--- src/rtl/nco_pkg.sv ---
// Shared widths and FSM encoding for the time-multiplexed NCO scheduler.
package nco_pkg;

   localparam int LUT_PW = 12;
   localparam int LUT_DW = 17;
   localparam int ACC_W  = 32;

   typedef enum logic [1:0] {
      ST_IDLE  = 2'd0,
      ST_ISSUE = 2'd1,
      ST_DRAIN = 2'd2
   } nco_state_e;

   // LUT phase is the accumulator MSBs plus the channel offset, wrapping mod 4096.
   function automatic logic [LUT_PW-1:0] acc2phase(input logic [ACC_W-1:0]  acc,
                                                   input logic [LUT_PW-1:0] off);
      return acc[ACC_W-1 -: LUT_PW] + off;
   endfunction

endpackage

--- src/rtl/nco_tag_pipe.sv ---
// Delay line carrying (valid, channel tag) alongside the shared sincos pipeline.
module nco_tag_pipe #(
   parameter int DEPTH = 3,
   parameter int CHW   = 2
) (
   input  logic           clk,
   input  logic           rst,
   input  logic           vld_i,
   input  logic [CHW-1:0] ch_i,
   output logic           vld_o,
   output logic [CHW-1:0] ch_o
);

   logic [DEPTH-1:0]          vld_q;
   logic [DEPTH-1:0][CHW-1:0] ch_q;

   always_ff @(posedge clk or posedge rst) begin
      if (rst) begin
         vld_q <= '0;
         ch_q  <= '0;
      end else begin
         vld_q[0] <= vld_i;
         ch_q[0]  <= ch_i;
         for (int k = 1; k < DEPTH; k++) begin
            vld_q[k] <= vld_q[k-1];
            ch_q[k]  <= ch_q[k-1];
         end
      end
   end

   assign vld_o = vld_q[DEPTH-1];
   assign ch_o  = ch_q[DEPTH-1];

endmodule

--- src/rtl/nco_lut_sched.sv ---
// Shares one sincos LUT between NCH phase accumulators, issuing one channel per
// cycle per frame and re-tagging the returning samples with their channel index.
module nco_lut_sched
   import nco_pkg::*;
#(
   parameter int NCH = 4,
   parameter int CHW = 2,
   parameter int LAT = 2
) (
   input  logic              clk,
   input  logic              rst,
   input  logic              cfg_we,
   input  logic              cfg_sel,
   input  logic [CHW-1:0]    cfg_addr,
   input  logic [31:0]       cfg_data,
   input  logic              acc_clr,
   input  logic              frame_stb,
   output logic [LUT_PW-1:0] lut_phase,
   input  logic [LUT_DW-1:0] lut_sin,
   input  logic [LUT_DW-1:0] lut_cos,
   output logic              out_valid,
   output logic [CHW-1:0]    out_ch,
   output logic [LUT_DW-1:0] out_sin,
   output logic [LUT_DW-1:0] out_cos,
   output logic              busy,
   output logic              overrun
);

   localparam int CNTW = 8;

   nco_state_e state_q, state_d;
   logic [CNTW-1:0] cnt_q, cnt_d;

   logic [NCH-1:0][ACC_W-1:0]  ftw_sh_q, ftw_q, ftw_use;
   logic [NCH-1:0][LUT_PW-1:0] off_sh_q, off_q, off_use;
   logic [NCH-1:0][ACC_W-1:0]  acc_q, acc_d;
   logic                       clr_pend_q;
   logic [LUT_PW-1:0]          lut_phase_q, lut_phase_d;

   logic                       accept;
   logic                       issue_vld;
   logic [CHW-1:0]             issue_ch;
   logic                       tag_vld;
   logic [CHW-1:0]             tag_ch;

   logic                       out_valid_q;
   logic [CHW-1:0]             out_ch_q;
   logic [LUT_DW-1:0]          out_sin_q, out_cos_q;

   assign accept = (state_q == ST_IDLE) && frame_stb;

   // Channel 0 issues on the accept edge, so it must see the shadow values
   // that the active copies are loading on that same edge.
   assign ftw_use = accept ? ftw_sh_q : ftw_q;
   assign off_use = accept ? off_sh_q : off_q;

   always_comb begin
      state_d   = state_q;
      cnt_d     = cnt_q;
      issue_vld = 1'b0;
      issue_ch  = '0;
      case (state_q)
         ST_IDLE: begin
            if (frame_stb) begin
               state_d   = ST_ISSUE;
               cnt_d     = '0;
               issue_vld = 1'b1;
            end
         end
         ST_ISSUE: begin
            if (cnt_q == CNTW'(NCH - 1)) begin
               state_d = ST_DRAIN;
               cnt_d   = '0;
            end else begin
               cnt_d     = cnt_q + 1'b1;
               issue_vld = 1'b1;
               issue_ch  = CHW'(cnt_q + 1'b1);
            end
         end
         ST_DRAIN: begin
            if (cnt_q == CNTW'(LAT)) begin
               state_d = ST_IDLE;
               cnt_d   = '0;
            end else begin
               cnt_d = cnt_q + 1'b1;
            end
         end
         default: begin
            state_d = ST_IDLE;
            cnt_d   = '0;
         end
      endcase
   end

   always_comb begin
      acc_d       = acc_q;
      lut_phase_d = lut_phase_q;
      if (accept && clr_pend_q) acc_d = '0;
      if (issue_vld) begin
         lut_phase_d       = acc2phase(acc_d[issue_ch], off_use[issue_ch]);
         acc_d[issue_ch]   = acc_d[issue_ch] + ftw_use[issue_ch];
      end
   end

   always_ff @(posedge clk or posedge rst) begin
      if (rst) begin
         state_q     <= ST_IDLE;
         cnt_q       <= '0;
         ftw_sh_q    <= '0;
         off_sh_q    <= '0;
         ftw_q       <= '0;
         off_q       <= '0;
         acc_q       <= '0;
         clr_pend_q  <= 1'b0;
         lut_phase_q <= '0;
      end else begin
         state_q     <= state_d;
         cnt_q       <= cnt_d;
         acc_q       <= acc_d;
         lut_phase_q <= lut_phase_d;
         if (accept) begin
            ftw_q      <= ftw_sh_q;
            off_q      <= off_sh_q;
            clr_pend_q <= acc_clr;
         end else if (acc_clr) begin
            clr_pend_q <= 1'b1;
         end
         if (cfg_we) begin
            if (cfg_sel) off_sh_q[cfg_addr] <= cfg_data[LUT_PW-1:0];
            else         ftw_sh_q[cfg_addr] <= cfg_data;
         end
      end
   end

   nco_tag_pipe #(
      .DEPTH (LAT + 1),
      .CHW   (CHW)
   ) u_tag_pipe (
      .clk   (clk),
      .rst   (rst),
      .vld_i (issue_vld),
      .ch_i  (issue_ch),
      .vld_o (tag_vld),
      .ch_o  (tag_ch)
   );

   always_ff @(posedge clk or posedge rst) begin
      if (rst) begin
         out_valid_q <= 1'b0;
         out_ch_q    <= '0;
         out_sin_q   <= '0;
         out_cos_q   <= '0;
      end else begin
         out_valid_q <= tag_vld;
         if (tag_vld) begin
            out_ch_q  <= tag_ch;
            out_sin_q <= lut_sin;
            out_cos_q <= lut_cos;
         end
      end
   end

   assign lut_phase = lut_phase_q;
   assign out_valid = out_valid_q;
   assign out_ch    = out_ch_q;
   assign out_sin   = out_sin_q;
   assign out_cos   = out_cos_q;
   assign busy      = (state_q != ST_IDLE);
   // Flagged in the same cycle as the rejected strobe.
   assign overrun   = frame_stb && (state_q != ST_IDLE);

endmodule

--- config.mk ---
export PLATFORM = sky130hd
export DESIGN_NAME = nco_lut_sched
export DESIGN_NICKNAME = d
export VERILOG_FILES = /design/src/rtl/nco_pkg.sv /design/src/rtl/nco_tag_pipe.sv /design/src/rtl/nco_lut_sched.sv
export SDC_FILE = /design/constraint.sdc
export NUM_CORES = 1
export LEC_CHECK = 0
export CORE_MARGIN = 8
export CORE_UTILIZATION = 50
export CTS_CLUSTER_SIZE = 10
export DETAILED_ROUTE_END_ITERATION = 16
export PLACE_DENSITY = 0.67
export SYNTH_ARGS = -nofsm -noshare
export SYNTH_HDL_FRONTEND = slang
export SYNTH_HIERARCHICAL = 1
export SYNTH_SLANG_ARGS = --single-unit
--- constraint.sdc ---
create_clock -name clk -period 55.7 [get_ports clk]
set_clock_uncertainty 0.05 [all_clocks]
set_input_delay 8.355 -clock clk [delete_from_list [all_inputs] [get_ports clk]]
set_output_delay 8.355 -clock clk [all_outputs]
set_load 0.01 [all_outputs]
# Yosys cells after proc, flatten, opt, wreduce, memory -nomap -nowiden
# Index checks and enable logic that the tools add are counted.
# totals
elab_cells,92
register_bits,549
in_bits,74
# op_classes
bitwise,1
reduce_logical,11
n_eq_ne,7
order_cmp,4
n_mux,34
n_addsub,3
# op_table
cell,n
128-bit 2-to-1 mux,3
128-bit bitwise mux,2
32-bit binary-select mux with 2-bit select,2
32-bit demux with 2-bit select,2
32-bit 2-to-1 mux,4
48-bit bitwise mux,1
48-bit 2-to-1 mux,1
32-bit adder,1
12-bit binary-select mux with 2-bit select,1
12-bit demux with 2-bit select,1
12-bit 2-to-1 mux,2
8-bit 2-to-1 mux,3
8-bit case mux with 3 select lines,1
"8-bit by 2-bit == test with 1-bit output, second input constant",2
12-bit adder,1
2-bit 2-to-1 mux,5
"8-bit by 1-bit adder with 8-bit output, second input constant",1
"2-bit by 3-bit less-than comparator with 1-bit output, second input constant",2
"2-bit != test, second input constant",3
2-bit case mux with 3 select lines,1
1-bit logical AND,5
"2-bit by 1-bit greater-or-equal comparator with 1-bit output, second input constant",2
1-bit 2-to-1 mux,4
2-bit AND reduction,2
other kinds (7),8

# Depth between registers and ports, before layout
# Gate-level depths: netlist (run 1).
# logic_depth
word_depth,9
ltp_mapped,24
mapped_depth_nobuf,19

# By module
# Netlist (run 1), hierarchy kept.
# modules_own_cells
module,cells_per_inst,area_per_inst_um2,n_inst
nco_lut_sched,2333,24389.6,1
nco_tag_pipe,12,244.0,1

# Least setup slack after synthesis (run 1)
# Ideal clock, no wire load.
# synth_path
path_type,input to output
start,input port frame_stb
end,output port overrun
arrival_time_ns,8.552
stages,1
required_ns,47.295
path_slack_ns,38.743
cell_sequence,nor2b_1
# synth_between
elab_chain_len,1
# synth_lines
element,line,text
from (decl),nco_lut_sched.sv:17,"input logic frame_stb,"
1-bit logical AND,nco_lut_sched.sv:170,assign overrun = frame_stb && (state_q != ST_IDLE);
to (decl),nco_lut_sched.sv:26,output logic overrun
# No other way between the ends.

# Worst setup path in the final report (run 1)
# Ends and elaborated chain as after synthesis.

==> results of run 1 <==
[flip-flops by register name, summed over array words and instances, names as in the netlist, 3 cells and up]
signal and flops:
acc_q 128, cnt_q 8, ftw_q 128, ftw_sh_q 128, lut_phase 12, off_q 48, off_sh_q 48, out_cos 17
out_sin 17, u_tag_pipe/ch_q 4, u_tag_pipe/vld_q 3
[worst max path at each step]
stage,end,start,cells past startpoint,slack (ns)
4_1_cts,overrun,frame_stb,3,37.61
6_report,overrun,frame_stb,3,37.62
3_3_place_gp,overrun,frame_stb,3,37.59
3_5_place_dp,overrun,frame_stb,3,37.60
2_1_floorplan,acc_q[0],rst,1,32.20
5_1_grt,overrun,frame_stb,3,37.57
[layer usage]
layer	track usage	share of wire	vias up
met2	0.368	0.49	438
li1	-	-	8245
met1	0.287	0.44	8921
met3	0.0331	0.047	106
met5	0	0	-
met4	0.0549	0.021	0
[through the flow]
stage | setup slack (ns) | instance area [um^2] | instances | hold slack, ns | utilization
after floorplan | 32.20 | 24600 | 2345 | 0.281 | -
after global placement | 37.59 | 26400 | 3019 | 0.282 | 0.542
after detailed placement | 37.60 | 26400 | 3019 | 0.285 | 0.542
after CTS | 37.61 | 28100 | 3093 | 0.297 | 0.576
after global routing | 37.57 | 28100 | 3093 | 0.309 | 0.576
final | 37.62 | 28100 | 3093 | 0.296 | 0.576
[worst max-delay path, delay by kind of cell]
| kind | cells | cell delay [ns] |
|---|---|---|
| AND/OR/NAND/NOR | 1 | 0.18 |
| buffers and inverters | 2 | 1.14 |
[report_power, final]
part | switching [uW] | internal [uW]
registers | 54.4 | 542
logic | 537 | 333
clock network | 148 | 201
total | 739 | 1080
[logic make-up after synthesis]
logic type               synth area share
multiplexers                        0.137
XOR/XNOR                           0.0149
adder cells (fa/ha/maj)            0.0260
AO/OA/AOI/OAI                      0.0943
flip-flops                          0.558
buffers and inverters              0.0263
AND/OR/NAND/NOR                     0.144
[final cells by class]
class                           instances  area share
Inverter                               24     0.00348
Sequential cell                       549       0.489
Timing Repair Buffer                  153      0.0524
Clock inverter                          1     0.00107
Tap cell                              664      0.0296
Multi-Input combinational cell       1629       0.366
Clock buffer                           73      0.0578
[layout by cell type, fill, tap and decap left out, drive strengths merged, types with 24 or more instances in the layout]
cell type	count
mux2	257
inv	24
dfrtp	549
nand3	128
a31oi	46
buf	29
a21oi	48
o22ai	53
ha	48
clkbuf	73
xnor2	27
nor2	29
o21ai	135
clkdlybuf4s50	124
nand2	633
mux2i	47
==> flow_summary.toml, run 1 <==
[clock_tree]
clk_path_buf_depth = 3
hold_buffers = 0
cts.sinks = 549
cts_resized = 0
cts_made_buffers = 61
tritoncts = "yes"
clock_latency_ns = 0.62
htreeDepth = 2
cts_root_buffer = "clkbuf_16"
clk_pin_slew_ns = 0.05
postCtsSetupBuffers = 0

[final_layout]
final_nets = 2542
fillerInstances = 4080
multi_input_area_um2 = 10300
area_growth_pct = 14.0
diodes = 0
register_area_um2 = 13700
final_layout_size_suffix_gt1_frac = 0.154

[synth]
yosysMostFrequentCell = "nand2_1"
ys_top_cells_by_area = "dfrtp_1 56%, mux2_2 12%, nand2_1 9.6%"
synth_top_area_share = 0.558
synth_edf_count = 0
ys_ff_latch = 549
synth_top_cell_by_area = "dfrtp_1"
avgSynthCellArea_um2 = 10.5
synth_ff_type = "dfrtp_1"
syn-num-nets = 2469
seq_area_frac_synth = 0.558
synth_common_cells = "632 x nand2_1, 549 x dfrtp_1, 257 x mux2_2"
synthDistinctLibCells = 63
yosys_warnings = 6
synth_area_um2 = 24600
synthArstFlopShare = 1.00
syn_inst = 2345

[die]
core_area_um2 = 48700
die_width_um = 238
rows = 81
die_area_um2 = 56600
ioPinCount = 125
fp.dieH_um = 238
start_util = 0.505

[drt]
vias = 17700
drtPass1Iterations = 5
via_per_inst = 5.73
drtAntennaViolNets = 0
post-route-drc-count = 0
routed_wl_um = 61400
wire_per_inst_um = 19.9
drt_iter0_drc = 1273

[setup_path]
crit_chain = "clkdlybuf4s50_1 > nor2b_1 > clkdlybuf4s50_1"
crit_path_frequent_cell = "clkdlybuf4s50_1"
rr_startpoint = "cnt_q[0]"
reg2reg_slack_ns = 49.31
cp-end-kind = "output port"
slowest_stage = "clkdlybuf4s50_1"
start_kind = "primary input"
r2r_cells = 19
crit_type = "in2out"
worstPathRequired_ns = 47.30
critPathArrivalTime_ns = 9.67
reg2reg_to = "acc_q[29]"
worstPathMaxFanout = 6
slowest_delay_ns = 0.59

[global_routing]
grt_overflow = 0
grt_pass1_vias = 18000
antenna_found_initial = 0
grt.total_usage = 0.216
grt_max_degree = 175
grt_pass1_wl_um = 98500

[outcome]
status = "completed"

[job]
maxCapViolations = 0

[timing]
setup_violations = 0
rsz0062_at_grt = "false"
finalHoldViolCount = 0
relSlewSlack = 0.248
fin_crit_sh = 0.325
max_freq_mhz = 55.3
timing.final.crit_period_ns = 18.08
tightest_slew_ns = 1.12
finalSetupTns_ns = 0
final-max-slew-violation-count = 0

[placement]
dp_hpwl_um = 38300
gp_congestion = 0.882
port_buffers = 124

[min_path]
hold_start = "u_tag_pipe/ch_q[1]"
holdPathEnd = "u_tag_pipe/ch_q[3]"
hp-class = "reg2reg"
hold_depth = 0

[pwr]
leakagePower_uw = 0.0130
ir_worst_vdd_uv = 32.0
finalPower_uw = 1810
power.density_nw_per_um2 = 64.6
Note: power is estimated with default switching activity, not from simulation.
==> run 2: changes to the inputs <==
==> constraint.sdc (replaced) <==
create_clock -name clk -period 17 [get_ports clk]
set_clock_uncertainty 0.05 [all_clocks]
set_input_delay 2.55 -clock clk [delete_from_list [all_inputs] [get_ports clk]]
set_output_delay 2.55 -clock clk [all_outputs]
set_load 0.01 [all_outputs]
==> flow_summary.toml, run 2 (synthesis gave the netlist of run 1 again) <==
[outcome]
status = "completed"

[pwr]
power.density_nw_per_um2 = 216
ir_worst_vdd_uv = 132
leakagePower_uw = 0.0131

[die]
fp.dieH_um = 238
die_width_um = 238
rows = 81
ioPinCount = 125
start_util = 0.505
die_area_um2 = 56600
core_area_um2 = 48700

[placement]
dp_hpwl_um = 40300
port_buffers = 124
dpl.cell_count = 3020
gp_congestion = 0.846

[setup_path]
cp-end-kind = "flip-flop"
reg2reg_slack_ns = 10.32
worstPathMaxFanout = 74
critPathArrivalTime_ns = 8.33
crit_type = "in2reg"
worstPathRequired_ns = 17.39
start_kind = "primary input"

[final_layout]
fillerInstances = 4078
utilization = 0.580
final_nets = 2548
area_growth_pct = 14.7
final_cell_mix = "628 x nand2_1, 549 x dfrtp_1, 257 x mux2_2"
largest_registers = "acc_q (128), ftw_q (128), ftw_sh_q (128)"
final_layout_size_suffix_gt1_frac = 0.158
diodes = 0
layout_commonest_cell = "nand2_1"
fin_cells = 3103

[drt]
drtAntennaViolNets = 0
post-route-drc-count = 0
vias = 17800
drt_iter0_drc = 1279
drtPass1Iterations = 6
via_per_inst = 5.74
routed_wl_um = 63900
wire_per_inst_um = 20.6

[min_path]
hp-class = "reg2reg"

[job]
maxCapViolations = 0

[timing]
rsz0062_at_grt = "false"
finalSetupTns_ns = 0
fin_crit_sh = 0.467
final-max-slew-violation-count = 0
tightest_slew_ns = 1.12
holdWs_ns = 0.296
relSlewSlack = 0.252
setup_violations = 0
max_freq_mhz = 126
timing.final.crit_period_ns = 7.93
finalHoldViolCount = 0

[global_routing]
grt_max_degree = 181
grt_overflow = 0
grt_pass1_wl_um = 102000
grt.total_usage = 0.228
antenna_found_initial = 1
grt_pass1_vias = 18400

[clock_tree]
postCtsSetupBuffers = 0
htreeDepth = 3
cts.sinks = 549
hold_buffers = 0
clock_latency_ns = 0.60
clk_pin_slew_ns = 0.05
cts_made_buffers = 66
tritoncts = "yes"
cts_resized = 0
cts_root_buffer = "clkbuf_16"
clk_path_buf_depth = 3
## run 2: cell types whose count changed in the layout (fill, tap and decap cells not counted), sizes merged
| cell | before | now |
|---|---|---|
| clkbuf | 73 | 75 |
| buf | 29 | 30 |
| clkinv | 1 | 4 |
| clkinvlp | 0 | 2 |
| inv | 24 | 26 |
## run 2: layout make-up
type	count	area, um^2	share of cell area
well taps	664	831	0.0294
flip-flops and latches	549	13700	0.486
clock inverters	8	87.6	0.00310
inverters	24	93.8	0.00332
repair buffers	154	1490	0.0528
multi-input cells	1629	10300	0.364
clock buffers	75	1730	0.0611
## run 2: where the power goes
group          switching [uW]  internal (uW)  total, uW  leakage, uW
registers                 189           1780       1970      0.00688
logic                    1810           1100       2910      0.00535
clock network             517            716       1230     0.000888
total                    2520           3590       6110       0.0131
## run 2: worst paths after layout
kind / from / cells after the start / endpoint
worst max-delay path: frame_stb / 18 / acc_q[28]
worst min-delay path: u_tag_pipe/ch_q[2] / 0 / u_tag_pipe/ch_o[0]
worst max register to register: cnt_q[0] / 17 / acc_q[29]
worst min register to register: u_tag_pipe/ch_q[2] / 0 / u_tag_pipe/ch_o[0]
max in group asynchronous: rst / 5 / ftw_sh_q[8]
min in group asynchronous: rst / 2 / u_tag_pipe/vld_q[1]
## run 2: metrics by stage
step | area, um^2 | total power, uW | worst slack [ns]
after CTS | 28300 | 6140 | 9.11
final | 28300 | 6110 | 9.07
after global placement | 26400 | 4800 | 8.60
after floorplan | 24600 | 3960 | 7.06
after global routing | 28300 | 6530 | 8.71
after detailed placement | 26400 | 4880 | 8.51
## run 2: per-layer routing
layer | GRT usage | vias up | share of wire
met5 | 0 | - | 0
met4 | 0.0884 | 0 | 0.038
met3 | 0.0443 | 137 | 0.059
met2 | 0.378 | 512 | 0.47
met1 | 0.295 | 8911 | 0.43
li1 | - | 8251 | -
## run 2: worst max-delay path, cell delays in order
cell and delay, ns:
clkdlybuf4s50_1 0.63, and2_4 0.46, buf_4 0.71, buf_4 0.76, nand2_1 0.12, nand2_1 0.10
mux2_2 0.14, o22ai_1 0.07, a31oi_1 0.29, ha_1 0.41, a21o_1 0.23, a221o_1 0.33
o221ai_1 0.39, nand4b_1 0.21, a31o_2 0.27, a21oi_1 0.17, xnor2_1 0.23, o21ai_0 0.15
